**src/rtl/pattern_bank_if.sv**
```systemverilog
// Framed serial configuration port of the pattern bank: frame enable, data in/out
// and the single-cycle commit / frame-error strobes.
interface pattern_bank_if;
    logic ssel;
    logic sin;
    logic sout;
    logic commit;
    logic frame_err;

    modport master (output ssel, output sin, input sout, input commit, input frame_err);
    modport slave  (input ssel, input sin, output sout, output commit, output frame_err);
endinterface

```
**src/rtl/pattern_bank.sv**
```systemverilog
// Pattern-buffer bank: NBUFS buffers plus NGLOBAL global registers, loaded and read back
// over a framed serial port through a shadow register that commits atomically at frame end.
module pattern_bank #(
    parameter int WIDTH   = 8,
    parameter int BUFSIZE = 27,
    parameter int NBUFS   = 8,
    parameter int NGLOBAL = 3
) (
    input  logic                               sclk,
    input  logic                               rst,
    pattern_bank_if.slave                      sif,
    input  logic [$clog2(NBUFS)-1:0]           bufp,
    input  logic [$clog2(NGLOBAL+BUFSIZE)-1:0] fieldp,
    output logic [WIDTH-1:0]                   field_byte,
    output logic [NGLOBAL*WIDTH-1:0]           pattern_sequence
);

    localparam int AW       = $clog2(NBUFS + 1);
    localparam int BW       = $clog2(NBUFS);
    localparam int FW       = $clog2(NGLOBAL + BUFSIZE);
    localparam int GW       = (NGLOBAL > 1) ? $clog2(NGLOBAL) : 1;
    localparam int BUF_BITS = BUFSIZE * WIDTH;
    localparam int GLB_BITS = NGLOBAL * WIDTH;
    localparam int SH_BITS  = (BUF_BITS > GLB_BITS) ? BUF_BITS : GLB_BITS;
    localparam int CW       = $clog2(SH_BITS + 1);

    localparam logic [AW-1:0] GLB_ADDR = AW'(NBUFS);
    localparam logic [CW-1:0] HDR_LAST = CW'(AW);
    localparam logic [CW-1:0] BUF_LAST = CW'(BUF_BITS - 1);
    localparam logic [CW-1:0] GLB_LAST = CW'(GLB_BITS - 1);

    typedef enum logic [2:0] {
        S_IDLE,
        S_HDR,
        S_WDATA,
        S_RDATA,
        S_WAIT
    } state_e;

    state_e               state_q, state_d;
    logic [CW-1:0]        cnt_q;
    logic [AW-1:0]        addr_q;
    logic                 wr_q;
    logic                 long_q;
    logic [SH_BITS-1:0]   shadow_q;
    logic                 sout_q, sout_d;
    logic                 commit_q, commit_d;
    logic                 err_q, err_d;
    logic [WIDTH-1:0]     field_q, fetch_d;
    logic [WIDTH-1:0]     buf_q [NBUFS][BUFSIZE];
    logic [WIDTH-1:0]     glb_q [NGLOBAL];
    logic [SH_BITS-1:0]   rd_flat;
    logic [FW-1:0]        widx;
    logic                 data_last;

    assign data_last = (cnt_q == ((addr_q == GLB_ADDR) ? GLB_LAST : BUF_LAST));

    // Readback image of the addressed target, first serial bit in the MSB.
    always_comb begin
        rd_flat = '0;
        if (addr_q == GLB_ADDR) begin
            for (int g = 0; g < NGLOBAL; g++)
                rd_flat[SH_BITS-1-g*WIDTH -: WIDTH] = glb_q[g];
        end else if (addr_q < GLB_ADDR) begin
            for (int w = 0; w < BUFSIZE; w++)
                rd_flat[SH_BITS-1-w*WIDTH -: WIDTH] = buf_q[addr_q[BW-1:0]][w];
        end
    end

    // NOTE: sequential state uses non-blocking assignments so every flop samples pre-edge values.
    always_ff @(posedge sclk or posedge rst) begin
        if (rst) state_q <= S_IDLE;
        else     state_q <= state_d;
    end

    always_comb begin
        state_d = state_q;
        if (!sif.ssel) begin
            state_d = S_IDLE;
        end else begin
            case (state_q)
                S_IDLE:  state_d = S_HDR;
                S_HDR:   if (cnt_q == HDR_LAST) state_d = sif.sin ? S_RDATA : S_WDATA;
                S_WDATA,
                S_RDATA: if (data_last) state_d = S_WAIT;
                default: state_d = state_q;
            endcase
        end
    end

    always_comb begin
        commit_d = 1'b0;
        err_d    = 1'b0;
        sout_d   = 1'b0;
        case (state_q)
            S_HDR: begin
                if (!sif.ssel)                          err_d  = 1'b1;
                else if (cnt_q == HDR_LAST && sif.sin)  sout_d = rd_flat[SH_BITS-1];
            end
            S_WDATA: if (!sif.ssel) err_d = 1'b1;
            S_RDATA: if (sif.ssel && !data_last) sout_d = shadow_q[SH_BITS-1];
            S_WAIT: begin
                // A long frame is flagged once; its closing edge then reports nothing.
                if (sif.ssel) begin
                    err_d = !long_q;
                end else if (!long_q) begin
                    if (addr_q > GLB_ADDR) err_d    = 1'b1;
                    else                   commit_d = wr_q;
                end
            end
            default: ;
        endcase
    end

    always_ff @(posedge sclk or posedge rst) begin
        if (rst) begin
            cnt_q    <= '0;
            addr_q   <= '0;
            wr_q     <= 1'b0;
            long_q   <= 1'b0;
            shadow_q <= '0;
            sout_q   <= 1'b0;
            commit_q <= 1'b0;
            err_q    <= 1'b0;
            field_q  <= '0;
        end else begin
            sout_q   <= sout_d;
            commit_q <= commit_d;
            err_q    <= err_d;
            field_q  <= fetch_d;
            if (sif.ssel) begin
                case (state_q)
                    S_IDLE: begin
                        addr_q <= {addr_q[AW-2:0], sif.sin};
                        cnt_q  <= CW'(1);
                        long_q <= 1'b0;
                    end
                    S_HDR: begin
                        if (cnt_q == HDR_LAST) begin
                            wr_q  <= !sif.sin;
                            cnt_q <= '0;
                            if (sif.sin) shadow_q <= rd_flat << 1;
                        end else begin
                            addr_q <= {addr_q[AW-2:0], sif.sin};
                            cnt_q  <= cnt_q + CW'(1);
                        end
                    end
                    S_WDATA: begin
                        shadow_q <= {shadow_q[SH_BITS-2:0], sif.sin};
                        cnt_q    <= cnt_q + CW'(1);
                    end
                    S_RDATA: begin
                        shadow_q <= shadow_q << 1;
                        cnt_q    <= cnt_q + CW'(1);
                    end
                    S_WAIT:  long_q <= 1'b1;
                    default: ;
                endcase
            end
        end
    end

    // NOTE: the buffers are flops rather than RAM because they must clear on reset.
    always_ff @(posedge sclk or posedge rst) begin
        if (rst) begin
            for (int b = 0; b < NBUFS; b++)
                for (int w = 0; w < BUFSIZE; w++)
                    buf_q[b][w] <= '0;
            for (int g = 0; g < NGLOBAL; g++)
                glb_q[g] <= '0;
        end else if (commit_d) begin
            if (addr_q == GLB_ADDR) begin
                for (int g = 0; g < NGLOBAL; g++)
                    glb_q[g] <= shadow_q[GLB_BITS-1-g*WIDTH -: WIDTH];
            end else begin
                for (int w = 0; w < BUFSIZE; w++)
                    buf_q[addr_q[BW-1:0]][w] <= shadow_q[BUF_BITS-1-w*WIDTH -: WIDTH];
            end
        end
    end

    // NOTE: every combinational output gets a default first so no latch is inferred.
    always_comb begin
        fetch_d = '0;
        widx    = fieldp - FW'(NGLOBAL);
        if (int'(fieldp) < NGLOBAL)
            fetch_d = glb_q[fieldp[GW-1:0]];
        else if (int'(fieldp) < NGLOBAL + BUFSIZE && int'(bufp) < NBUFS)
            fetch_d = buf_q[bufp][widx];
    end

    always_comb begin
        pattern_sequence = '0;
        for (int g = 0; g < NGLOBAL; g++)
            pattern_sequence[g*WIDTH +: WIDTH] = glb_q[g];
    end

    assign field_byte    = field_q;
    assign sif.sout      = sout_q;
    assign sif.commit    = commit_q;
    assign sif.frame_err = err_q;

endmodule

```
**src/flat_wrapper.sv**
```systemverilog
// flat-port wrapper written by rule: the top's interface ports become plain ports
module pattern_bank_flat 
#(
    parameter int WIDTH   = 8,
    parameter int BUFSIZE = 27,
    parameter int NBUFS   = 8,
    parameter int NGLOBAL = 3
)
  (sclk, rst, bufp, fieldp, field_byte, pattern_sequence, sif_ssel, sif_sin, sif_sout, sif_commit, sif_frame_err);
  pattern_bank_if sif_i ();
  input  logic sclk;
  input  logic rst;
  input  logic [$clog2(NBUFS)-1:0] bufp;
  input  logic [$clog2(NGLOBAL+BUFSIZE)-1:0] fieldp;
  output logic [WIDTH-1:0] field_byte;
  output logic [NGLOBAL*WIDTH-1:0] pattern_sequence;
  input wire logic [$bits(sif_i.ssel)-1:0] sif_ssel;
  input wire logic [$bits(sif_i.sin)-1:0] sif_sin;
  output wire logic [$bits(sif_i.sout)-1:0] sif_sout;
  output wire logic [$bits(sif_i.commit)-1:0] sif_commit;
  output wire logic [$bits(sif_i.frame_err)-1:0] sif_frame_err;
  assign sif_i.ssel = sif_ssel;
  assign sif_i.sin = sif_sin;
  assign sif_sout = sif_i.sout;
  assign sif_commit = sif_i.commit;
  assign sif_frame_err = sif_i.frame_err;
  pattern_bank #(.WIDTH(WIDTH), .BUFSIZE(BUFSIZE), .NBUFS(NBUFS), .NGLOBAL(NGLOBAL)) u_core (.sclk(sclk), .rst(rst), .sif(sif_i), .bufp(bufp), .fieldp(fieldp), .field_byte(field_byte), .pattern_sequence(pattern_sequence));
endmodule
```
**config.mk**
```make
export PLATFORM = sky130hd
export DESIGN_NAME = pattern_bank_flat
export DESIGN_NICKNAME = d
export VERILOG_FILES = /design/src/rtl/pattern_bank_if.sv /design/src/rtl/pattern_bank.sv /design/src/flat_wrapper.sv
export SDC_FILE = /design/constraint.sdc
export NUM_CORES = 2
export LEC_CHECK = 0
export CORE_ASPECT_RATIO = 0.7
export CORE_MARGIN = 2
export CORE_UTILIZATION = 55
export CTS_CLUSTER_DIAMETER = 60
export DETAILED_ROUTE_END_ITERATION = 6
export DONT_BUFFER_PORTS = 1
export PLACE_DENSITY = 0.7
export SYNTH_ARGS = -nofsm -noshare
export SYNTH_HDL_FRONTEND = slang
export SYNTH_SLANG_ARGS = --single-unit
```
**constraint.sdc**
```tcl
create_clock -name sclk -period 89.8 [get_ports sclk]
set_input_delay 8.98 -clock sclk [delete_from_list [all_inputs] [get_ports sclk]]
set_output_delay 8.98 -clock sclk [all_outputs]
set_load 0.1 [all_outputs]
```
==> results.md <==
- Yosys warns: 0
- Initial antenna violation count: 13
- Slew Viols, Final: 92
- Worst Setup SP: rst
- Global placement routability congestion: approximately 0.87
- Fin crit period: 14.10 ns
- Max Fclk: 70.9 MHz
- Worst-path clk slew: approximately 0.060 ns
- Vias post-DR: slightly below 80k
- Hold WC Path Type: reg -> reg
- Synth top area cells: dfrtp_1, mux2_2, mux4_2
- Mux cell area share after synthesis: approximately 30%
- R2r setup slk: ~83 ns
- Reg2Reg Depth: 11
- CP Capture Type: asynchronous set/reset pin
- DIE WIDTH: approximately 520 um
- Layout area overhead: 6.64%
- Combinational family with the most area after synthesis: multiplexers
- # resized after CTS: 0
- Post-synthesis sequential area ratio: 47.9%
- Final Hold Viols: 0
- GRT Total Usage: between 30% and 40%
- Maxcap violations: 0
- Leakage: between 50 and 60 nW
- Num rows: between 100 and 150
- CP top delay family: buffers and inverters
- Clk_lat worst skew: slightly below 0.9 ns
- Critical Path End: u_core.buf_q[920]$_DFFE_PP0P_
- Post-synth top area share: between 40 and 50%
- Layout cell share with drive strength beyond 1: 25.8%
- Largest net degree at the start of global routing: 436
- Initial Util: a little under three fifths
- I/O pin count: 47
- Post-synth EDFFs: 0
- Critical Path Most Common Cell: buf_4
- Die area: ~190000 um2
- Top FF cell, synth: dfrtp_1
- Compound-Gate Fraction of Synth Area: roughly 7.6%
- CP Max Fanout: approximately 150
- PwrDens: 20.5 nW/um2
- Highest routed metal layer: met5
- Period Utilization, post-route: approximately 16%
- Mapped cell area: about 100000 um2
- Vias per Instance: about 6.9
- Mapped Nets: 9383
- Synth cell count leaders: nand2_1, dfrtp_1, mux2_2
- # setup viols final: 0
- Met3 wire len: roughly 43000 um
- Buffers on Ports: 0
- Power, Total: ~2.3 mW
- Failing checks: DRC, slew limit
- Cts bufs inserted: 195
- Fraction of the mapped netlist area in simple logic gates: between 10% and 20%
- DPL Wire Length: between 150000 and 200000 um
- Vias in the first global route: between 70k and 80k
- Largest area contributor in the netlist: dfrtp_1
- Grt total ovfl: 0
- WL met2: 150000 um
- Buf/Inv on CP: 7
- CTS root buf: clkbuf_16
- Rel. slew slack: -18.0%
- Post-CTS Setup Inserts: 0
- Register area: roughly 50000 um2
- Multi-input logic area: 50400 um2
- CTS tree: done
- Setup TNS: 0 ns
- R2R Path Start: u_core.addr_q[2]$_DFFE_PP0P_
- Sink Count: about 2k
- DIE HEIGHT: around 370 um
- Fillers: approximately 15k
- Leading cell type by number of instances after synthesis: nand2_1
- Cells after synthesis: around 9.4k
- Hold Worst Slack: 0.488 ns
- RSZ-0062 raised after global routing: no
- Worst stage delay on the critical path: roughly 0.91 ns
- M1 WL: 134000 um
- # DRC: 9
- Stages on the worst setup path: 7
- Kind of critical path: in -> async
- XOR/XNOR share of the synthesized area: 0.109%
- Synth Area in Adders: less than 1%
- Worst Tran Pin Value: between 1.5 and 2 ns
- Hold_buf cts: 0
- Reg2reg end: u_core.buf_q[1657]$_DFFE_PP0P_
- Worst EP required: between 90 and 100 ns
- Post-DRT Antenna Nets: 0
- Layout Nets: 8787
- Routed WL: about 340000 um
- Wire per inst: 30.0 um
- H-Tree Depth: 4
- Clock skew: 0.0513 ns
- Fraction of registers with async set or reset after synthesis: 100%
- Initial DRT Pass Iterations: 7
- Unique masters post-synth: 68
- Avg Inst Size Synth: between 10 and 15 um2
- Run status: complete, but fails checks
- Core Area: roughly 190000 um2
- Slowest cell on crit path: buf_4
- Iteration-0 DRC Markers: 10.7k
- First-pass GRT wire length: a little over 500000 um
- Clock buffer depth: 4
- CP Cell Sequence: inv_8 -> buf_12 -> buf_4 -> buf_4 -> buf_4 -> buf_4 -> buf_4
- Peak VDD IR: ~16 uV
- Critical path launch point type: input port
- CP arrival: between 10 and 15 ns
- Yosys reg bits: approximately 2.0k
==> worst min-delay path by stage <==
| stage | depth (start not counted) | startpoint | endpoint | slack [ns] |
|---|---|---|---|---|
| finish | 2 | u_core.buf_q[895]$_DFFE_PP0P_ | u_core.buf_q[895]$_DFFE_PP0P_ | 0.49 |
| global route | 2 | u_core.buf_q[1021]$_DFFE_PP0P_ | u_core.buf_q[1021]$_DFFE_PP0P_ | 0.51 |
| CTS | 2 | u_core.buf_q[1021]$_DFFE_PP0P_ | u_core.buf_q[1021]$_DFFE_PP0P_ | 0.49 |
| detailed placement | 2 | u_core.buf_q[74]$_DFFE_PP0P_ | u_core.buf_q[74]$_DFFE_PP0P_ | 0.47 |
| global placement | 2 | u_core.buf_q[16]$_DFFE_PP0P_ | u_core.buf_q[16]$_DFFE_PP0P_ | 0.46 |
| floorplan | 2 | u_core.buf_q[1011]$_DFFE_PP0P_ | u_core.buf_q[1011]$_DFFE_PP0P_ | 0.45 |
==> logic make-up (layout without fill, tap and decap cells) <==
kind of cell    Yosys count  after routing
flops                  1996           1996
buf+inv                 973            516
compound gates         1151           1151
other cells               0              1
simple gates           3023           3023
xor+xnor                 13             13
mux                    2209           2209
fa+ha+maj                 3              3
==> registers in the layout, indices dropped and copies added, names as in the netlist <==
signal                   cells
u_core.wr_q                  1
u_core.sif.commit            1
u_core.sif.frame_err         1
u_core.shadow_q            216
u_core.buf_q              1728
u_core.state_q               3
u_core.addr_q                4
u_core.pattern_sequence     24
u_core.cnt_q                 8
u_core.long_q                1
u_core.field_byte            8
u_core.sif.sout              1
==> metal layers <==
layer,GRT usage [%],up-vias
met3,9.70,981
met1,49.2,40700
met2,52.1,5233
li1,-,32100
met5,0,-
met4,14.5,14
==> cells in the final DEF (no fill, tap or decap), types with 8 or more instances in the layout <==
cell / instances
mux2_2: 1256
inv_1: 9
clkinvlp_4: 8
a221o_1: 85
mux2_1: 10
o21ai_0: 199
nand3_1: 45
mux4_2: 535
a22oi_1: 158
a211oi_1: 11
mux2i_1: 408
clkbuf_1: 39
bufinv_16: 9
a2bb2oi_1: 9
nor2_1: 694
clkbuf_16: 196
o211ai_1: 36
a221oi_1: 194
a31oi_1: 98
clkbuf_8: 47
nor3_1: 9
buf_4: 152
dfrtp_1: 1992
nand2_1: 2177
nor2b_1: 23
clkinv_2: 33
nand2b_1: 9
a21oi_1: 192
o22ai_1: 109
nand4_1: 11
buf_12: 15
a22o_1: 14
==> final cells by class <==
cell class | instances | share of cell area, %
clock inverters | 54 | 0.486
inverters | 13 | 0.0506
diodes | 1 | 0.00225
multi-input cells | 6399 | 45.3
well taps | 2497 | 2.81
flip-flops and latches | 1996 | 44.9
clock buffers | 282 | 5.12
repair buffers | 167 | 1.30
==> per-stage QoR <==
step / util (%) / cell area [um2] / worst slack (ns) / instances
after floorplan: - / 104000 / 24.44 / 9368
after global placement: 55.8 / 105000 / 74.79 / 11100
after detailed placement: 55.8 / 105000 / 74.66 / 11100
after CTS: 59.1 / 111000 / 75.55 / 11400
after global routing: 59.1 / 111000 / 74.81 / 11400
final: 59.1 / 111000 / 75.70 / 11400
==> worst reg2reg max path, stage by stage, from the launching register on <==
cell and delay [ns]:
dfrtp_4 0.69, inv_1 0.56, nand2_1 0.39, a21oi_1 0.13, nand3_1 0.38, or3_4 0.66
buf_4 1.01, buf_4 0.83, buf_4 0.79, buf_4 0.85, nand2_1 0.17, nand2_1 0.08
==> where the power goes <==
part	switching (mW)	internal, mW	total, mW
sequential	0.153	0.942	1.10
combinational	0.251	0.101	0.352
clock	0.363	0.464	0.828
total	0.768	1.51	2.27
No activity file was read; power rests on OpenSTA's default activity.
